--- src/rtl/ifd_pkg.sv ---
// Shared types and parameter checks for the input-side deserializer family.
package ifd_pkg;

    localparam int unsigned IFD_MIN_WIDTH = 2;
    localparam int unsigned IFD_MAX_WIDTH = 32;

    // Word assembly states: waiting for a frame start, or collecting bits.
    typedef enum logic {
        IDLE  = 1'b0,
        SHIFT = 1'b1
    } ifd_state_t;

    // True when a word width is supported by the assembly logic.
    function automatic bit ifd_width_ok(input int unsigned w);
        return (w >= IFD_MIN_WIDTH) && (w <= IFD_MAX_WIDTH);
    endfunction

endpackage

--- src/rtl/ifd_reg.sv ---
// 1-bit pad input register with clock enable and async active-low reset.
module ifd_reg (
    input  logic clk,
    input  logic resetn,
    input  logic i_en,
    input  logic i_d,
    output logic o_q
);

    // Capture the pad value on enabled edges, hold otherwise.
    always_ff @(posedge clk or negedge resetn) begin
        if (!resetn) begin
            o_q <= 1'b0;
        end else if (i_en) begin
            o_q <= i_d;
        end
    end

endmodule

--- src/rtl/ifd_deser.sv ---
// Pad-side serial receiver: input register, framed word assembly and a
// single-entry valid/ready holding register with sticky error flags.
module ifd_deser
    import ifd_pkg::*;
#(
    parameter int unsigned WIDTH     = 8,
    parameter bit          MSB_FIRST = 1'b1
) (
    input  logic             clk,
    input  logic             resetn,
    input  logic             pad_d,
    input  logic             pad_fs,
    input  logic             sp,
    output logic [WIDTH-1:0] rx_data,
    output logic             rx_valid,
    input  logic             rx_ready,
    output logic             overflow,
    output logic             frame_err,
    input  logic             clr_err
);

    localparam int unsigned CNT_W = $clog2(WIDTH + 1);
    localparam logic [CNT_W-1:0] CNT_LAST = CNT_W'(WIDTH - 1);
    localparam logic [CNT_W-1:0] CNT_ONE  = CNT_W'(1);

    if (!ifd_width_ok(WIDTH)) begin : g_bad_width
        $error("ifd_deser: WIDTH out of supported range 2..32");
    end

    logic             w_d_q;
    logic             w_fs_q;
    logic             r_en_q;
    ifd_state_t       r_state;
    logic [CNT_W-1:0] r_cnt;
    logic [WIDTH-1:0] r_shift;
    logic [WIDTH-1:0] r_rx_data;
    logic             r_rx_valid;
    logic             r_overflow;
    logic             r_frame_err;

    logic [WIDTH-1:0] w_shift_app;
    logic [WIDTH-1:0] w_shift_first;
    logic             w_in_shift;
    logic             w_complete;
    logic             w_hs;
    logic             w_load;
    logic             w_drop;
    logic             w_ferr;

    ifd_reg u_reg_d (
        .clk    (clk),
        .resetn (resetn),
        .i_en   (sp),
        .i_d    (pad_d),
        .o_q    (w_d_q)
    );

    ifd_reg u_reg_fs (
        .clk    (clk),
        .resetn (resetn),
        .i_en   (sp),
        .i_d    (pad_fs),
        .o_q    (w_fs_q)
    );

    // Remember which edges captured a fresh pad sample.
    always_ff @(posedge clk or negedge resetn) begin
        if (!resetn) begin
            r_en_q <= 1'b0;
        end else begin
            r_en_q <= sp;
        end
    end

    // Shifter views: current word with the new bit appended, and a fresh word
    // holding only the new bit as its first bit.
    always_comb begin
        w_shift_app   = r_shift;
        w_shift_first = '0;
        if (MSB_FIRST) begin
            w_shift_app   = {r_shift[WIDTH-2:0], w_d_q};
            w_shift_first = WIDTH'(w_d_q);
        end else begin
            w_shift_app   = {w_d_q, r_shift[WIDTH-1:1]};
            w_shift_first = {w_d_q, {(WIDTH-1){1'b0}}};
        end
    end

    // Completion, handshake and error decode for this edge.
    always_comb begin
        w_in_shift = r_en_q && (r_state == SHIFT);
        w_complete = w_in_shift && !w_fs_q && (r_cnt == CNT_LAST);
        w_ferr     = w_in_shift && w_fs_q;
        w_hs       = r_rx_valid && rx_ready;
        w_load     = w_complete && (!r_rx_valid || w_hs);
        w_drop     = w_complete && r_rx_valid && !rx_ready;
    end

    // Assembly FSM: frame detection, bit counting and shifting.
    always_ff @(posedge clk or negedge resetn) begin
        if (!resetn) begin
            r_state <= IDLE;
            r_cnt   <= '0;
            r_shift <= '0;
        end else if (r_en_q) begin
            unique case (r_state)
                IDLE: begin
                    if (w_fs_q) begin
                        r_shift <= w_shift_first;
                        r_cnt   <= CNT_ONE;
                        r_state <= SHIFT;
                    end
                end
                SHIFT: begin
                    if (w_fs_q) begin
                        r_shift <= w_shift_first;
                        r_cnt   <= CNT_ONE;
                    end else if (r_cnt == CNT_LAST) begin
                        r_shift <= w_shift_app;
                        r_cnt   <= '0;
                        r_state <= IDLE;
                    end else begin
                        r_shift <= w_shift_app;
                        r_cnt   <= r_cnt + CNT_ONE;
                    end
                end
            endcase
        end
    end

    // Holding register: load a completed word when free or being drained.
    always_ff @(posedge clk or negedge resetn) begin
        if (!resetn) begin
            r_rx_data  <= '0;
            r_rx_valid <= 1'b0;
        end else if (w_load) begin
            r_rx_data  <= w_shift_app;
            r_rx_valid <= 1'b1;
        end else if (w_hs) begin
            r_rx_valid <= 1'b0;
        end
    end

    // Sticky error flags; a new event wins over a same-edge clear.
    always_ff @(posedge clk or negedge resetn) begin
        if (!resetn) begin
            r_overflow  <= 1'b0;
            r_frame_err <= 1'b0;
        end else begin
            r_overflow  <= w_drop | (r_overflow & ~clr_err);
            r_frame_err <= w_ferr | (r_frame_err & ~clr_err);
        end
    end

    assign rx_data   = r_rx_data;
    assign rx_valid  = r_rx_valid;
    assign overflow  = r_overflow;
    assign frame_err = r_frame_err;

endmodule

--- config.mk ---
export PLATFORM = sky130hd
export DESIGN_NAME = ifd_deser
export DESIGN_NICKNAME = d
export VERILOG_FILES = /design/src/rtl/ifd_pkg.sv /design/src/rtl/ifd_reg.sv /design/src/rtl/ifd_deser.sv
export SDC_FILE = /design/constraint.sdc
export NUM_CORES = 1
export LEC_CHECK = 0
export BUFFER_PORTS_ARGS = -buffer_cell sky130_fd_sc_hd__buf_2
export CAP_MARGIN = 15
export CORE_ASPECT_RATIO = 1.25
export CORE_UTILIZATION = 45
export CTS_CLUSTER_DIAMETER = 30
export DETAILED_ROUTE_END_ITERATION = 7
export HOLD_SLACK_MARGIN = 0.06
export PLACE_DENSITY = 0.63
export RECOVER_POWER = 25
export SETUP_SLACK_MARGIN = 0.02
export SYNTH_ARGS = -nofsm -noshare
export SYNTH_HDL_FRONTEND = slang
export SYNTH_SLANG_ARGS = --single-unit
--- constraint.sdc ---
create_clock -name clk -period 4.7 [get_ports clk]
set_clock_uncertainty 0.15 [all_clocks]
set_input_delay 0.94 -clock clk [delete_from_list [all_inputs] [get_ports clk]]
set_output_delay 0.94 -clock clk [all_outputs]
set_load 0.01 [all_outputs]
==> results.ini, run 1 <==
[global_routing]
antenna_found_initial=0
grtUsageTotal_pct=17.67
grt_pass1_wl_um=3429
grt_pass1_vias=813
grt_max_degree=27
overflow=0

[run]
drv_cap=0

[critical_path]
critPathMaxFanout=19
critPathKind=flip-flop to flip-flop
arrival_ns=2.21
endpoint_kind=flip-flop
cp.required_ns=4.76
startpoint_type=flip-flop

[pwr]
p_seq_share_pct=55.2
powerDensity_mw_per_mm2=464.4
p_comb_share_pct=26.3
pwr-share-clk_pct=18.5
peakVddDrop_mv=0.2353
p_int_uw=406.4
power_uw=588.6
swShare_pct=30.96
p_switching_uw=182.2
p_leak_nw=0.6076

[timing]
slew_violations=0
clock.fmax_mhz=464.2
maxSlewHeadroom_pct=10.71
fin_crit_ns=2.154
finalSetupViolCount=0
hold_violations=0
finalCritPeriodShare_pct=45.83
worst_pin_slew_ns=1.339
setup_tns_ns=0
rsz0062_at_grt=no
hold_slack_ns=0.3655

[synth]
synth-compound-area-share_pct=14.92
synthArstFlopShare_pct=100.0
synth-simple-area-share_pct=10.94
synth-seq-area-share_pct=57.46
netlist_instances=96
synth_area_per_cell_sq_um=11.80
ys_seq_elements=26
synth_top_family_by_area=compound AO/OA/AOI/OAI gates
synth_edf_count=0
yosys_warnings=0
ys.flop_type=dfrtp_1
synth-xor-area-share_pct=0
synthAdderAreaFrac_pct=1.105
yosys.cell_types.count=27
syn_nets=104
synth_area_sq_mm=0.001132
synthMuxAreaShare_pct=9.945

[routing]
avgViaCountPerCell=5.406
routed-wl-met3_um=40
drc_errors=0
wirelength_um=1873
ant_nets=0
avgRoutedWirePerCell_um=13.10
dr.pass1.iters=4
route.met2.wl_um=950
routed-via-count=773
dr.first_iter.drc_count=7
met1_length_um=844
top_layer_used=met4

[clock_tree]
cts_tree=built
postCtsHoldBufs=0
cts_buffers=3
root_buffer=clkbuf_4
clock_latency_ns=0.31
clockBufferDepth=2
htree_levels=1
cts.sinks=26
clk_pin_slew_ns=0.13
ctsResizeCount=0
postCtsSetupBuffers=0

[min_path]
min_path_type=flip-flop to flip-flop

[placement]
dp_hpwl_um=1324
dp.cells=139
io_buffers=17
gp_congestion=0.7046

[floorplan]
die_w_um=46.87
start_util_pct=49.62
dieArea_sq_mm=0.002722
coreArea_sq_mm=0.002282
num_io_pins=18
fp.dieH_um=58.09
std_cell_rows=19

[run_status]
status=complete, no violations

[layout]
fin_nets=121
stdcell_count=143
layout_commonest_cell=dfrtp_1
final_cell_mix=26 x dfrtp_1, 15 x buf_2, 11 x inv_1
num_antenna_cells=0
area_growth_pct=11.93
drive_gt1_share_pct=28.57

registers in the layout (all words and copies together), names as in the netlist:
name	cells
r_shift	7
u_reg_d.o_q	1
overflow	1
rx_valid	1
r_cnt	4
rx_data	8
frame_err	1
u_reg_fs.o_q	1
r_state	1
r_en_q	1
metrics by stage:
step,worst slack (ns),area [sq um],utilization (%)
floorplan,2.596,1132,-
global placement,2.367,1234,54.06
detailed placement,2.326,1234,54.06
global route,2.348,1267,55.54
CTS,2.508,1270,55.65
finish,2.546,1267,55.54
cell usage after synthesis (all sizes together) (2+ instances only):
master	instances	share of area, %
a2bb2oi	5	3.9
clkbuf	4	1.3
dfrtp	26	57
inv	11	3.6
mux2	10	9.9
nand2	6	2.0
nand3	3	1.3
o21a	2	1.3
o21ai	2	0.88
o22ai	10	5.5
logic make-up (layout without fill, tap and decap cells):
| family | after synthesis | in the layout |
|---|---|---|
| simple gates | 19 | 19 |
| buf+inv | 16 | 32 |
| fa+ha+maj | 1 | 1 |
| mux | 10 | 10 |
| flops | 26 | 26 |
| compound gates | 24 | 24 |
final cells by class:
type,count,area [sq um]
flip-flops and latches,26,650.6
clock buffers,4,36.28
multi-input cells,54,417.9
inverters,11,41.29
fillers,211,1015
well taps,31,38.79
repair buffers,17,82.58
power by group through the flow:
stage | clock [mW] | combinational, mW | sequential [mW]
final | 0.109 | 0.155 | 0.325
after CTS | 0.115 | 0.157 | 0.325
after global routing | 0.124 | 0.172 | 0.335
after floorplan | 0 | 0.114 | 0.321
after detailed placement | 0 | 0.157 | 0.329
after global placement | 0 | 0.151 | 0.329
critical path: stages (launching register included):
cell	delay (ns)
dfrtp_1	0.70
nand2_1	0.25
nor4b_4	0.55
mux2_2	0.40
routing by layer:
metal / vias to the layer above / GRT usage (%)
met5: - / 0
met4: 0 / 11.84
met3: 4 / 3.115
met2: 9 / 26.79
met1: 383 / 22.38
li1: 377 / -
path summary, 6_finish.rpt:
| kind | slack [ns] | endpoint | cells after the start | startpoint |
|---|---|---|---|---|
| min in group asynchronous | 0.74 | rx_valid$_DFFE_PN0P_ | 1 | resetn |
| max in group asynchronous | 2.87 | r_shift[4]$_DFFE_PN0P_ | 1 | resetn |
| min reg2reg | 0.37 | rx_data[6]$_DFFE_PN0P_ | 1 | rx_data[6]$_DFFE_PN0P_ |
| min | 0.37 | rx_data[6]$_DFFE_PN0P_ | 1 | rx_data[6]$_DFFE_PN0P_ |
| max | 2.55 | rx_data[7]$_DFFE_PN0P_ | 3 | r_en_q$_DFF_PN0_ |
| max reg2reg | 2.55 | rx_data[7]$_DFFE_PN0P_ | 3 | r_en_q$_DFF_PN0_ |
No activity file was read; power rests on OpenSTA's default activity.
==> inputs of run 2 (changes only) <==
--- a/config.mk
+++ b/config.mk
@@ -5,6 +5,7 @@
 export SDC_FILE = /design/constraint.sdc
 export NUM_CORES = 1
 export LEC_CHECK = 0
+export ABC_AREA = 1
 export BUFFER_PORTS_ARGS = -buffer_cell sky130_fd_sc_hd__buf_2
 export CAP_MARGIN = 15
 export CORE_ASPECT_RATIO = 1.25
@@ -12,7 +13,7 @@
 export CTS_CLUSTER_DIAMETER = 30
 export DETAILED_ROUTE_END_ITERATION = 7
 export HOLD_SLACK_MARGIN = 0.06
-export PLACE_DENSITY = 0.63
+export PLACE_DENSITY = 0.66
 export RECOVER_POWER = 25
 export SETUP_SLACK_MARGIN = 0.02
 export SYNTH_ARGS = -nofsm -noshare
==> constraint.sdc (replaced) <==
create_clock -name clk -period 1.9 [get_ports clk]
set_clock_uncertainty 0.15 [all_clocks]
set_input_delay 0.38 -clock clk [delete_from_list [all_inputs] [get_ports clk]]
set_output_delay 0.38 -clock clk [all_outputs]
set_load 0.01 [all_outputs]
==> results.ini, run 2 <==
[global_routing]
grt_max_degree=27  ; unchanged
grt_pass1_vias=792  ; was 813
grtUsageTotal_pct=17.86  ; was 17.67%
overflow=0  ; unchanged
grt_pass1_wl_um=3450  ; was 3429 um
antenna_found_initial=0  ; unchanged

[layout]
seqCellArea_sq_um=650.6  ; unchanged
fin_nets=140  ; was 121
multi_input_area_sq_um=367.9  ; was 417.9 sq um
largest_reg_flops=8  ; unchanged
n_fill_cell=219  ; was 211
num_antenna_cells=0  ; unchanged
area_growth_pct=13.09  ; was 11.93%
final_cell_mix=31 x nand2_1, 26 x dfrtp_1, 15 x buf_2  ; was 26 x dfrtp_1, 15 x buf_2, 11 x inv_1
drive_gt1_share_pct=20.77  ; was 28.57%
layout_commonest_cell=nand2_1  ; was dfrtp_1

[critical_path]
critPathKind=flip-flop to flip-flop  ; unchanged
r2r-start=r_en_q$_DFF_PN0_  ; unchanged
path_cells=nand2_1 > nor2_4 > nand3_2 > nand2_1 > nand2_1  ; was nand2_1 > nor4b_4 > mux2_2
ff2ff_setup_slack_ns=0.38  ; was 2.55 ns
critPathMaxFanout=11  ; was 19
slowest_stage=dfrtp_1  ; unchanged
startpoint_type=flip-flop  ; unchanged
endpoint_kind=flip-flop  ; unchanged
reg2reg_to=rx_data[4]$_DFFE_PN0P_  ; was rx_data[7]$_DFFE_PN0P_
arrival_ns=1.59  ; was 2.21 ns
worstRegToRegCells=5  ; was 3
crit_top_cell=nand2_1
cpPeakStageDelay_ns=0.40  ; was 0.70 ns
cp.required_ns=1.97  ; was 4.76 ns

[timing]
rsz0062_at_grt=no  ; unchanged
fin_crit_ns=1.522  ; was 2.154 ns
finalCritPeriodShare_pct=80.10  ; was 45.83%
finalSetupViolCount=0  ; unchanged
worst_pin_slew_ns=0.6187  ; was 1.339 ns
setup_tns_ns=0  ; unchanged
hold_violations=0  ; unchanged
slew_violations=0  ; unchanged
maxSlewHeadroom_pct=58.75  ; was 10.71%
clock.fmax_mhz=657.1  ; was 464.2 MHz

[synth]
synth_top_area_share_pct=59.70  ; was 57.46%
yosysMostFrequentCell=nand2_1  ; was dfrtp_1
yosys_warnings=0  ; unchanged
synth_area_per_cell_sq_um=9.907  ; was 11.80 sq um
synthArstFlopShare_pct=100.0  ; unchanged
yosys-top-cells-area=dfrtp_1 60%, nand2_1 10%, nand4_1 5.2%  ; was dfrtp_1 57%, mux2_2 9.9%, o22ai_1 5.5%
syn_nets=118  ; was 104
synth_area_sq_mm=0.001090  ; was 0.001132 sq mm
synth_top_cells_by_count=30 x nand2_1, 26 x dfrtp_1, 11 x inv_1, 9 x nand4_1, 8 x nand3_1  ; was 26 x dfrtp_1, 11 x inv_1, 10 x mux2_2, 10 x o22ai_1, 6 x nand2_1
ys.flop_type=dfrtp_1  ; unchanged
synth-seq-area-share_pct=59.70  ; was 57.46%
netlist_instances=110  ; was 96
synth_top_area_cell=dfrtp_1  ; unchanged
ys_seq_elements=26  ; unchanged
yosys.cell_types.count=18  ; was 27
synth_edf_count=0  ; unchanged

[routing]
wirelength_um=1864  ; was 1873 um
ant_nets=0  ; unchanged
drc_errors=0  ; unchanged
avgRoutedWirePerCell_um=11.58  ; was 13.10 um
avgViaCountPerCell=5.180  ; was 5.406
routed-via-count=834  ; was 773
dr.pass1.iters=4  ; unchanged
dr.first_iter.drc_count=21  ; was 7

[floorplan]
die_w_um=46.02  ; was 46.87 um
fp.dieH_um=57.02  ; was 58.09 um
std_cell_rows=19  ; unchanged
start_util_pct=48.77  ; was 49.62%
dieArea_sq_mm=0.002624  ; was 0.002722 sq mm
num_io_pins=18  ; unchanged
coreArea_sq_mm=0.002235  ; was 0.002282 sq mm

[clock_tree]
clock_latency_ns=0.31  ; about the same
clockBufferDepth=2  ; unchanged
root_buffer=clkbuf_4  ; unchanged
cts_buffers=3  ; unchanged
htree_levels=1  ; unchanged
cts.sinks=26  ; unchanged
postCtsSetupBuffers=0  ; unchanged
cts_tree=built  ; unchanged
clk_pin_slew_ns=0.12  ; was 0.13 ns

[min_path]
hold_start=clr_err  ; was rx_data[6]$_DFFE_PN0P_
min_path_type=input port to flip-flop  ; was flip-flop to flip-flop
min_path_cells=2  ; was 1
min_to=overflow$_DFF_PN0_  ; was rx_data[6]$_DFFE_PN0P_

[pwr]
peakVddDrop_mv=0.4585  ; was 0.2353 mV
power_mw=1.080  ; was 588.6 uW
p_leak_nw=0.6450  ; was 0.6076 nW
powerDensity_mw_per_mm2=876.4  ; was 464.4 mW/mm^2

[placement]
gp_congestion=0.8856  ; was 0.7046
io_buffers=17  ; unchanged
dp_hpwl_um=1379  ; was 1324 um

[run]
drv_cap=0  ; unchanged

[run_status]
status=complete, no violations  ; unchanged

[run 2: cell count changes after synthesis, moves of 2 or more]
cell | previous run | this run
o22ai_1 | 10 | 6
o21ai_0 | 2 | 5
nand4_1 | 1 | 9
nand3_1 | 3 | 8
o21a_1 | 2 | 0
buf_6 | 0 | 2
clkbuf_1 | 4 | 0
nand2_2 | 0 | 3
nand2_1 | 6 | 30
mux2_2 | 10 | 1
a2bb2oi_1 | 5 | 0
[run 2: final cells by class]
| type | instances | share of cell area (%) |
|---|---|---|
| Clock buffer | 3 | 1.827 |
| Timing Repair Buffer | 20 | 9.036 |
| Multi-Input combinational cell | 70 | 29.85 |
| Inverter | 11 | 3.350 |
| Tap cell | 31 | 3.147 |
| Sequential cell | 26 | 52.79 |
[run 2: worst max path at each step]
stage,from,endpoint,slack (ns)
final,r_en_q$_DFF_PN0_,rx_data[4]$_DFFE_PN0P_,0.38
after global routing,r_en_q$_DFF_PN0_,rx_data[0]$_DFFE_PN0P_,0.20
after CTS,r_cnt[0]$_DFFE_PN0P_,r_cnt[3]$_DFFE_PN0P_,0.41
after detailed placement,r_cnt[0]$_DFFE_PN0P_,r_cnt[3]$_DFFE_PN0P_,0.44
after global placement,r_cnt[0]$_DFFE_PN0P_,r_cnt[3]$_DFFE_PN0P_,0.46
after floorplan,r_cnt[0]$_DFFE_PN0P_,r_state$_DFFE_PN0P_,0.57
[run 2: what timing repair did]
| action | in CTS | in global routing |
|---|---|---|
| hold buffers | 2 | 0 |
| resized for setup | 0 | 0 |
| endpoints found under the hold margin | 27 | 0 |
| endpoints found under the setup margin | 0 | 0 |
[run 2: routing by layer]
layer  track usage (%)  part of all wire [%]  up-vias
met1             24.53                    45      398
met5                 0                     0        -
met4             6.303                   1.9        0
li1                  -                     -      412
met3             2.848                   3.6        5
met2             28.17                    50       19
[run 2: through the flow]
step / util (%) / cells / hold slack [ns] / area [sq um] / setup slack (ns)
6_report: 55.15 / 161 / 0.1081 / 1232 / 0.3781
5_1_grt: 55.15 / 161 / 0.1058 / 1232 / 0.1966
4_1_cts: 55.32 / 161 / 0.1041 / 1236 / 0.4133
3_5_place_dp: 53.42 / 156 / 0.2562 / 1194 / 0.4377
3_3_place_gp: 53.42 / 156 / 0.2460 / 1194 / 0.4610
2_1_floorplan: - / 110 / -0.06559 / 1090 / 0.5711
[run 2: worst max-delay path, delay by kind of cell (launching register included)]
| kind | cells | cell delay [ns] |
|---|---|---|
| flops | 1 | 0.40 |
| simple gates | 5 | 0.88 |
[run 2: cells by family (layout without fill, tap and decap cells)]
group / after synthesis / in the layout / share of synthesized area, %
compound gates: 12 / 12 / 6.888
xor+xnor: 1 / 1 / 0.8038
fa+ha+maj: 1 / 1 / 1.148
buf+inv: 14 / 34 / 6.314
flops: 26 / 26 / 59.70
mux: 1 / 1 / 1.033
simple gates: 55 / 55 / 24.11
[run 2: power breakdown]
part	switching, mW	internal, mW	total (mW)
Clock	0.146	0.0742	0.220
Sequential	0.0547	0.616	0.670
Combinational	0.113	0.0762	0.190
Total	0.314	0.766	1.08
